<file path="config.mk">
export PLATFORM = sky130hd
export DESIGN_NAME = d_bus_router
export DESIGN_NICKNAME = d
export VERILOG_FILES = /design/src/rtl/d_bus_router.sv
export SDC_FILE = /design/constraint.sdc
export NUM_CORES = 1
export LEC_CHECK = 0
export ABC_AREA = 1
export CORE_AREA = 10 10 139 141
export DETAILED_ROUTE_END_ITERATION = 12
export DIE_AREA = 0 0 149 151
export PLACE_DENSITY = 0.85
export SLEW_MARGIN = 20
export SYNTH_ARGS = -nofsm -noshare
export SYNTH_HDL_FRONTEND = slang
export SYNTH_SLANG_ARGS = --single-unit
export TNS_END_PERCENT = 30
</file>
<file path="constraint.sdc">
create_clock -name clk -period 4.45 [get_ports clk]
set_input_delay 0.89 -clock clk [delete_from_list [all_inputs] [get_ports clk]]
set_output_delay 0.89 -clock clk [all_outputs]
set_load 0.01 [all_outputs]
</file>
<file path="src/rtl/d_bus_router.sv">
// rtl/d_bus_router.sv - core data-bus router: RAM data port plus N_SLV peripheral windows
//
// Purpose
//   Routes one core load/store port either to the RAM data port (addr MSB = 0) or to one
//   of N_SLV peripheral windows (addr MSB = 1). A single-outstanding FSM sequences every
//   access and returns a one-cycle rd_ready / wr_ready pulse. Unmapped windows return an
//   error response (ERR_DATA, writes dropped) and record a sticky error.
//
// Optional feature macro
//   BUS_TIMEOUT_EN : a slave that does not answer within TIMEOUT_CYC cycles of IO_WAIT is
//                    abandoned and the access completes with an error response.
//
// Ports
//   clk, rstb                         clock, asynchronous active-low reset
//   addr, rd_req, wr_req, be, wr_data core request (held until the matching ready)
//   rd_ready, wr_ready, rd_data       core response (one-cycle pulses, rd_data holds)
//   ram_addr, ram_en, ram_we,
//   ram_wr_data, ram_rd_data          RAM data port, 1-cycle read latency
//   slv_addr, slv_rd_req, slv_wr_req,
//   slv_be, slv_wr_data               peripheral request side (reqs one-hot, registered)
//   slv_rd_data, slv_rd_ready,
//   slv_wr_ready                      peripheral response side
//   err_flag, err_addr, err_clr       sticky error status and its clear
module d_bus_router #(
    parameter int               XLEN         = 32,
    parameter int               ADDR_LEN     = 16,
    parameter int               RAM_ADDR_LEN = ADDR_LEN - 3,
    parameter int               N_SLV        = 4,
    parameter int               SLV_LSB      = 8,
    parameter logic [XLEN-1:0]  ERR_DATA     = XLEN'(32'hDEADBEEF),
    parameter int               TIMEOUT_CYC  = 255
) (
    input  logic                    clk,
    input  logic                    rstb,
    input  logic [ADDR_LEN-1:0]     addr,
    input  logic                    rd_req,
    input  logic                    wr_req,
    input  logic [XLEN/8-1:0]       be,
    input  logic [XLEN-1:0]         wr_data,
    output logic                    rd_ready,
    output logic                    wr_ready,
    output logic [XLEN-1:0]         rd_data,
    output logic [RAM_ADDR_LEN-1:0] ram_addr,
    output logic                    ram_en,
    output logic [XLEN/8-1:0]       ram_we,
    output logic [XLEN-1:0]         ram_wr_data,
    input  logic [XLEN-1:0]         ram_rd_data,
    output logic [SLV_LSB-1:0]      slv_addr,
    output logic [N_SLV-1:0]        slv_rd_req,
    output logic [N_SLV-1:0]        slv_wr_req,
    output logic [XLEN/8-1:0]       slv_be,
    output logic [XLEN-1:0]         slv_wr_data,
    input  logic [N_SLV*XLEN-1:0]   slv_rd_data,
    input  logic [N_SLV-1:0]        slv_rd_ready,
    input  logic [N_SLV-1:0]        slv_wr_ready,
    output logic                    err_flag,
    output logic [ADDR_LEN-1:0]     err_addr,
    input  logic                    err_clr
);

    localparam int SEL_W = (N_SLV > 1) ? $clog2(N_SLV) : 1;
    // Every address bit between the window field and the RAM/IO select bit takes part in
    // the decode, so windows beyond N_SLV (including aliases) are unmapped.
    localparam int IDX_W = ADDR_LEN - 1 - SLV_LSB;
    localparam int BE_W  = XLEN / 8;

    if (N_SLV < 1 || N_SLV > 16) begin : g_bad_n_slv
        $error("d_bus_router: N_SLV must be 1..16");
    end
    if (SLV_LSB + SEL_W > ADDR_LEN - 1) begin : g_bad_window
        $error("d_bus_router: window select field overlaps the RAM/IO select bit");
    end
    if (TIMEOUT_CYC < 1) begin : g_bad_timeout
        $error("d_bus_router: TIMEOUT_CYC must be at least 1");
    end

    typedef enum logic [2:0] {
        S_IDLE    = 3'd0,
        S_RAM_RSP = 3'd1,
        S_IO_WAIT = 3'd2,
        S_IO_RSP  = 3'd3,
        S_ERR_RSP = 3'd4
    } state_t;

    state_t              state_q, state_d;
    logic                is_wr_q, is_wr_d;
    logic [SEL_W-1:0]    idx_q, idx_d;
    logic [N_SLV-1:0]    slv_rd_req_q, slv_rd_req_d;
    logic [N_SLV-1:0]    slv_wr_req_q, slv_wr_req_d;
    logic [BE_W-1:0]     slv_be_q, slv_be_d;
    logic [XLEN-1:0]     slv_wr_data_q, slv_wr_data_d;
    logic [XLEN-1:0]     io_data_q, io_data_d;
    logic [XLEN-1:0]     rd_data_q, rd_data_d;
    logic                err_flag_q, err_flag_d;
    logic [ADDR_LEN-1:0] err_addr_q, err_addr_d;

`ifdef BUS_TIMEOUT_EN
    localparam int TO_W = ($clog2(TIMEOUT_CYC + 1) > 8) ? $clog2(TIMEOUT_CYC + 1) : 8;
    localparam logic [TO_W-1:0] TO_LAST = TO_W'(TIMEOUT_CYC - 1);
    logic [TO_W-1:0]     to_cnt_q, to_cnt_d;
`endif

    // Request decode
    logic                any_req;
    logic                to_ram;
    logic [IDX_W-1:0]    win_idx;
    logic                win_mapped;
    logic [SEL_W-1:0]    sel_idx;
    logic [N_SLV-1:0]    sel_oh;

    assign any_req    = rd_req | wr_req;
    assign to_ram     = ~addr[ADDR_LEN-1];
    assign win_idx    = addr[ADDR_LEN-2:SLV_LSB];
    assign win_mapped = (32'(win_idx) < $unsigned(N_SLV));
    assign sel_idx    = win_idx[SEL_W-1:0];

    always_comb begin
        sel_oh = '0;
        for (int k = 0; k < N_SLV; k++) begin
            sel_oh[k] = (sel_idx == SEL_W'(k));
        end
    end

    // Response side of the slave latched in idx_q
    logic                sel_rd_rdy;
    logic                sel_wr_rdy;
    logic [XLEN-1:0]     sel_rd_data;

    always_comb begin
        sel_rd_rdy  = 1'b0;
        sel_wr_rdy  = 1'b0;
        sel_rd_data = '0;
        for (int k = 0; k < N_SLV; k++) begin
            if (idx_q == SEL_W'(k)) begin
                sel_rd_rdy  = slv_rd_ready[k];
                sel_wr_rdy  = slv_wr_ready[k];
                sel_rd_data = slv_rd_data[k*XLEN +: XLEN];
            end
        end
    end

    logic set_err;

    always_comb begin
        state_d       = state_q;
        is_wr_d       = is_wr_q;
        idx_d         = idx_q;
        slv_rd_req_d  = slv_rd_req_q;
        slv_wr_req_d  = slv_wr_req_q;
        slv_be_d      = slv_be_q;
        slv_wr_data_d = slv_wr_data_q;
        io_data_d     = io_data_q;
        rd_data_d     = rd_data_q;
        err_flag_d    = err_clr ? 1'b0 : err_flag_q;
        err_addr_d    = err_clr ? '0 : err_addr_q;
        set_err       = 1'b0;
        ram_en        = 1'b0;
        ram_we        = '0;
        rd_ready      = 1'b0;
        wr_ready      = 1'b0;
`ifdef BUS_TIMEOUT_EN
        to_cnt_d      = to_cnt_q;
`endif

        case (state_q)
            S_IDLE: begin
                if (any_req) begin
                    // A simultaneous rd_req is dropped: the write is the transaction.
                    is_wr_d = wr_req;
                    if (to_ram) begin
                        ram_en  = 1'b1;
                        ram_we  = wr_req ? be : '0;
                        state_d = S_RAM_RSP;
                    end else if (win_mapped) begin
                        idx_d         = sel_idx;
                        slv_be_d      = be;
                        slv_wr_data_d = wr_data;
                        if (wr_req) begin
                            slv_wr_req_d = sel_oh;
                        end else begin
                            slv_rd_req_d = sel_oh;
                        end
`ifdef BUS_TIMEOUT_EN
                        to_cnt_d = '0;
`endif
                        state_d = S_IO_WAIT;
                    end else begin
                        set_err = 1'b1;
                        state_d = S_ERR_RSP;
                    end
                end
            end

            S_RAM_RSP: begin
                rd_ready = ~is_wr_q;
                wr_ready = is_wr_q;
                if (!is_wr_q) begin
                    rd_data_d = ram_rd_data;
                end
                state_d = S_IDLE;
            end

            S_IO_WAIT: begin
                // Only the matching handshake of the latched slave ends the wait.
                if (is_wr_q ? sel_wr_rdy : sel_rd_rdy) begin
                    slv_rd_req_d = '0;
                    slv_wr_req_d = '0;
                    io_data_d    = sel_rd_data;
                    state_d      = S_IO_RSP;
                end
`ifdef BUS_TIMEOUT_EN
                else if (to_cnt_q == TO_LAST) begin
                    slv_rd_req_d = '0;
                    slv_wr_req_d = '0;
                    set_err      = 1'b1;
                    state_d      = S_ERR_RSP;
                end else begin
                    to_cnt_d = to_cnt_q + 1'b1;
                end
`endif
            end

            S_IO_RSP: begin
                rd_ready = ~is_wr_q;
                wr_ready = is_wr_q;
                if (!is_wr_q) begin
                    rd_data_d = io_data_q;
                end
                state_d = S_IDLE;
            end

            S_ERR_RSP: begin
                rd_ready = ~is_wr_q;
                wr_ready = is_wr_q;
                if (!is_wr_q) begin
                    rd_data_d = ERR_DATA;
                end
                state_d = S_IDLE;
            end

            default: begin
                state_d = S_IDLE;
            end
        endcase

        // The error is recorded as it is detected, so the flag is already visible during
        // the error pulse. A new error beats err_clr raised in the same cycle.
        if (set_err) begin
            err_flag_d = 1'b1;
            if (!err_flag_q || err_clr) begin
                err_addr_d = addr;
            end
        end
    end

    always_ff @(posedge clk or negedge rstb) begin
        if (!rstb) begin
            state_q       <= S_IDLE;
            is_wr_q       <= 1'b0;
            idx_q         <= '0;
            slv_rd_req_q  <= '0;
            slv_wr_req_q  <= '0;
            slv_be_q      <= '0;
            slv_wr_data_q <= '0;
            io_data_q     <= '0;
            rd_data_q     <= '0;
            err_flag_q    <= 1'b0;
            err_addr_q    <= '0;
        end else begin
            state_q       <= state_d;
            is_wr_q       <= is_wr_d;
            idx_q         <= idx_d;
            slv_rd_req_q  <= slv_rd_req_d;
            slv_wr_req_q  <= slv_wr_req_d;
            slv_be_q      <= slv_be_d;
            slv_wr_data_q <= slv_wr_data_d;
            io_data_q     <= io_data_d;
            rd_data_q     <= rd_data_d;
            err_flag_q    <= err_flag_d;
            err_addr_q    <= err_addr_d;
        end
    end

`ifdef BUS_TIMEOUT_EN
    always_ff @(posedge clk or negedge rstb) begin
        if (!rstb) begin
            to_cnt_q <= '0;
        end else begin
            to_cnt_q <= to_cnt_d;
        end
    end
`endif

    // rd_data shows the response value during the pulse and holds it afterwards.
    assign rd_data     = rd_data_d;
    assign ram_addr    = addr[RAM_ADDR_LEN+1:2];
    assign ram_wr_data = wr_data;
    assign slv_addr    = addr[SLV_LSB-1:0];
    assign slv_rd_req  = slv_rd_req_q;
    assign slv_wr_req  = slv_wr_req_q;
    assign slv_be      = slv_be_q;
    assign slv_wr_data = slv_wr_data_q;
    assign err_flag    = err_flag_q;
    assign err_addr    = err_addr_q;

endmodule

</file>
-- Word level (Yosys, flattened, before mapping)
Cells that the tools add are included.
W data, S select, Z words.
- order comparisons: 1
- equal/unequal tests: 16
- multiplexer cells: 51
- bitwise logic cells: 2
- reductions and logical operators: 14
- operator list (kind ; number):
    $mux W32 ; 7
    $pmux W32 S3 ; 1
    $mux W4 ; 13
    $mux W16 ; 3
    $mux W1 ; 20
    $pmux W4 S2 ; 2
    $mux W3 ; 4
    $ne A2 B2 Y1 const B ; 6
    $reduce_and A6 Y1 ; 2
    $eq A2 B2 Y1 const B ; 4
    $lt A7 B3 Y1 const B ; 1
    $eq A3 B2 Y1 const B ; 2
    $pmux W3 S2 ; 1
    $reduce_and A2 Y1 ; 3
    $eq A2 B1 Y1 const B ; 2
    $logic_not A2 Y1 ; 2
    $reduce_and A4 Y1 ; 1
    $reduce_bool A2 Y1 ; 2
    $eq A3 B1 Y1 const B ; 1
    $eq A3 B3 Y1 const B ; 1
    $logic_not A3 Y1 ; 1
    $reduce_or A3 Y1 ; 1
    $logic_not A1 Y1 ; 1
    $logic_or A1 B1 Y1 ; 1
    2 further kinds ; 2
- bits in registers: 131
- input bits: 225
- output and inout bits: 153
- logic and storage cells: 95

-- Logic depth before layout (Yosys ltp)
- depth in word-level cells: 8
- depth in mapped cells: 12
- depth with buffers taken out: 11

-- Least setup slack after synthesis
OpenSTA, ideal clock, no wires.
- path kind: register -> output
- start point: register state_q[1]
- end point: output port rd_data[0]
- arrival time: 1486 ps
- required time: 3560 ps
- setup slack: 2074 ps
- cell stages (with the launch flop): 8
- cells stage by stage: dfrtp_1 > buf_4 > inv_4 > a21oi_2 > nor2_2 > nand2_4 > buf_2 > a211oi_1
- word-level cells in the longest chain between the ends: 2
- elaborated cells between the ends (all ways): 4
- classes of those cells: eq/ne (3); mux (1)
- RTL lines (element ; line ; source):
    from (decl) ; 85 ; state_t state_q, state_d;
    from (signal assigned) ; 270 ; state_q <= state_d;
    $eq A3 B3 Y1, or another cell as far along ; 165 ; case (state_q)
    $pmux W32 S3 (*) ; 165 ;
    to (decl) ; 42 ; output logic [XLEN-1:0] rd_data,
Every way passes the cells marked *; elsewhere a longest branch is shown, timed or not.

-- Worst setup path in the final report
- start point: register state_q[1]
- end point: output port rd_data[8]
Same word-level chain as after synthesis.

==> results.toml <==
[clock_network]
cts_resized = 0
h-tree-depth = 4
cts_sinks = 131
cts-root-buf = "clkbuf_16"
hold_buffers = 0
clkTransAtPathRegs_ns = 0.06
clock_latency_ns = 0.42
cts_tree = "built"
numCtsBuffers = 17
post_cts_buffers = 0
clk_path_buf_depth = 2

[critical_path]
cp_data_required_time_ns = 3.56
worstPathArrival_ns = 2.80
path_class = "reg -> out"
reg2reg_from = "idx_q[0]"
r2r_cells = 4
cp-end-kind = "primary output"
rrSetupSlack_ns = 2.01
cp_max_fo = 25
cp-start-kind = "register"
r2r-end = "io_data_q[10]"

[sta]
setup_viol = 0
relSlewSlack_pct = 24.84
tns_ns = 0
hold_slack_ns = 0.4741
slew_viol_final = 0
hold_viol_final = 0
clock_skew_ns = 0.01018
max_freq_ghz = 0.2712
min_period_ns = 3.687
rsz0062_at_grt = "false"
timing.final.crit_share_pct = 82.85
worst_pin_slew_ns = 1.126

[logic_synthesis]
ys_async_sr_fraction_pct = 100.0
ys_seq_area_share_pct = 48.05
synth-seq-cells = 131
netlist_area_um2 = 6823
synth_edf_count = 0
syn_inst = 849
ys_types = 31
ys.flop_type = "dfrtp_1"
syn_area_per_cell_um2 = 8.036
syn-num-nets = 1074
synth_warnings = 0

[hold_path]
hold_class = "reg -> reg"
min_from = "slv_wr_req[3]"
min_to = "slv_wr_req[3]"
holdPathStages = 2

[final_layout]
nets = 1377
fillers = 1353
final_cell_area_um2 = 10880
register_area_um2 = 3278
final_cell_mix = "clkdlybuf4s50_1, nand2_1, dfrtp_1"
multi_input_area_um2 = 2579
synthToLayoutAreaGrowth_pct = 59.47
utilization_pct = 66.08
final_common_cell = "clkdlybuf4s50_1"
drive_above_1_share_pct = 5.408

[placed_design]
port_buffers = 377
place_congestion = 0.8948
place_hpwl_um = 21590
placedInstanceArea_um2 = 10270

[power_and_ir_drop]
p_per_area_nw_per_um2 = 570.8
ir_worst_vdd_mv = 0.3332
total_leakage_power_nw = 4.941
finalPower_mw = 6.210

[grt]
antenna_found_initial = 3
overflow = 0
grt_use_total_pct = 23.57
grt_pass1_wl_um = 40800
first_global_vias = 7177
grt_max_degree = 94

[routing]
firstDrtPassIters = 5
drtIter0Drc = 383
vias = 6935
postRouteAntennaNets = 0
drc = 0
avgRoutedWirePerCell_um = 19.77
wirelength_um = 27480
vias_per_cell = 4.989

[job]
max_cap_violations = 0

[die]
fp.dieW_um = 149
pin_count = 378
fp-row-count = 47
initial_utilization_pct = 41.44
die_h_um = 151
die_area_um2 = 22500
core_um2 = 16470

[status]
status = "finished, final reports clean"
logic make-up (layout without fill, tap and decap cells):
family	Yosys count	count (layout)	share of synthesized area, %
and+or+nand+nor	388	388	25.36
buffers and inverters	181	497	14.16
AOI/OAI and AO/OA	149	149	12.43
DFF	131	131	48.05
other	0	5	0
synthesized netlist by cell type, types with 2 or more instances:
library cell	n	area, µm²
inv_4	2	12.51
nand2_4	4	45.04
nor3_1	30	150.1
a22oi_1	8	60.06
o21ai_0	42	210.2
nor2_1	15	56.30
nand3_1	55	275.3
dfrtp_1	131	3278
nand2_1	241	904.6
nand4_1	9	56.30
a211oi_1	24	180.2
inv_1	70	262.8
buf_6	5	56.30
nor2_4	3	33.78
o21a_1	7	52.55
nor4_1	24	150.1
a21oi_1	32	160.2
inv_2	8	30.03
clkbuf_1	21	78.83
buf_2	12	60.06
buf_4	61	457.9
nor2_2	3	18.77
o21ai_1	34	170.2
stage by stage:
step           setup WS [ns]  cells
3_5_place_dp           1.057   1353
5_1_grt               0.5377   1388
4_1_cts               0.7623   1385
6_report              0.7633   1390
2_1_floorplan          2.074    849
3_3_place_gp           1.082   1353
power breakdown:
| group | switching [mW] | internal (mW) | leakage [nW] | total [mW] |
|---|---|---|---|---|
| registers | 0.269 | 1.64 | 1.66 | 1.91 |
| logic | 1.57 | 1.33 | 2.99 | 2.90 |
| clock network | 0.526 | 0.871 | 0.289 | 1.40 |
area by class of cell:
cell class	instances	share of cell area, %
clock inverters	11	1.184
inverters	81	2.840
flip-flops and latches	131	30.13
diodes	5	0.1150
clock buffers	21	4.324
multi-input cells	537	23.70
repair buffers	384	35.18
well taps	220	2.530
sequential cells by signal (all words and copies together), names as in the netlist, 2 cells and up:
register and flops:
slv_be 4, slv_rd_req 4, state_q 3, io_data_q 32, err_addr 16, slv_wr_req 4
rd_data_q 32, idx_q 2, slv_wr_data 32
critical path, stage by stage (launching register included):
cell and delay, ns:
dfrtp_1 0.49, buf_4 0.27, nor2_1 0.54, a22oi_1 0.18, o21ai_0 0.26, clkdlybuf4s50_1 0.63
how the worst max path moves through the flow:
stage / endpoint / slack [ns] / startpoint / depth (start not counted)
after floorplan: rd_data[0] / 2.07 / state_q[1] / 7
after global placement: ram_we[3] / 1.08 / wr_req / 6
after detailed placement: ram_we[2] / 1.06 / wr_req / 6
after CTS: rd_data[8] / 0.76 / state_q[1] / 5
after global routing: rd_data[22] / 0.54 / is_wr_q / 6
final: rd_data[8] / 0.76 / state_q[1] / 5
layer usage:
metal / vias to the layer above / part of all wire, % / global-route usage [%]
met5: - / 0 / 0
met4: 0 / 1.8 / 8.783
met3: 34 / 8.1 / 7.697
met2: 274 / 52 / 40.61
met1: 3258 / 38 / 26.71
li1: 3369 / - / -
Power figures use the tool's default switching activity.
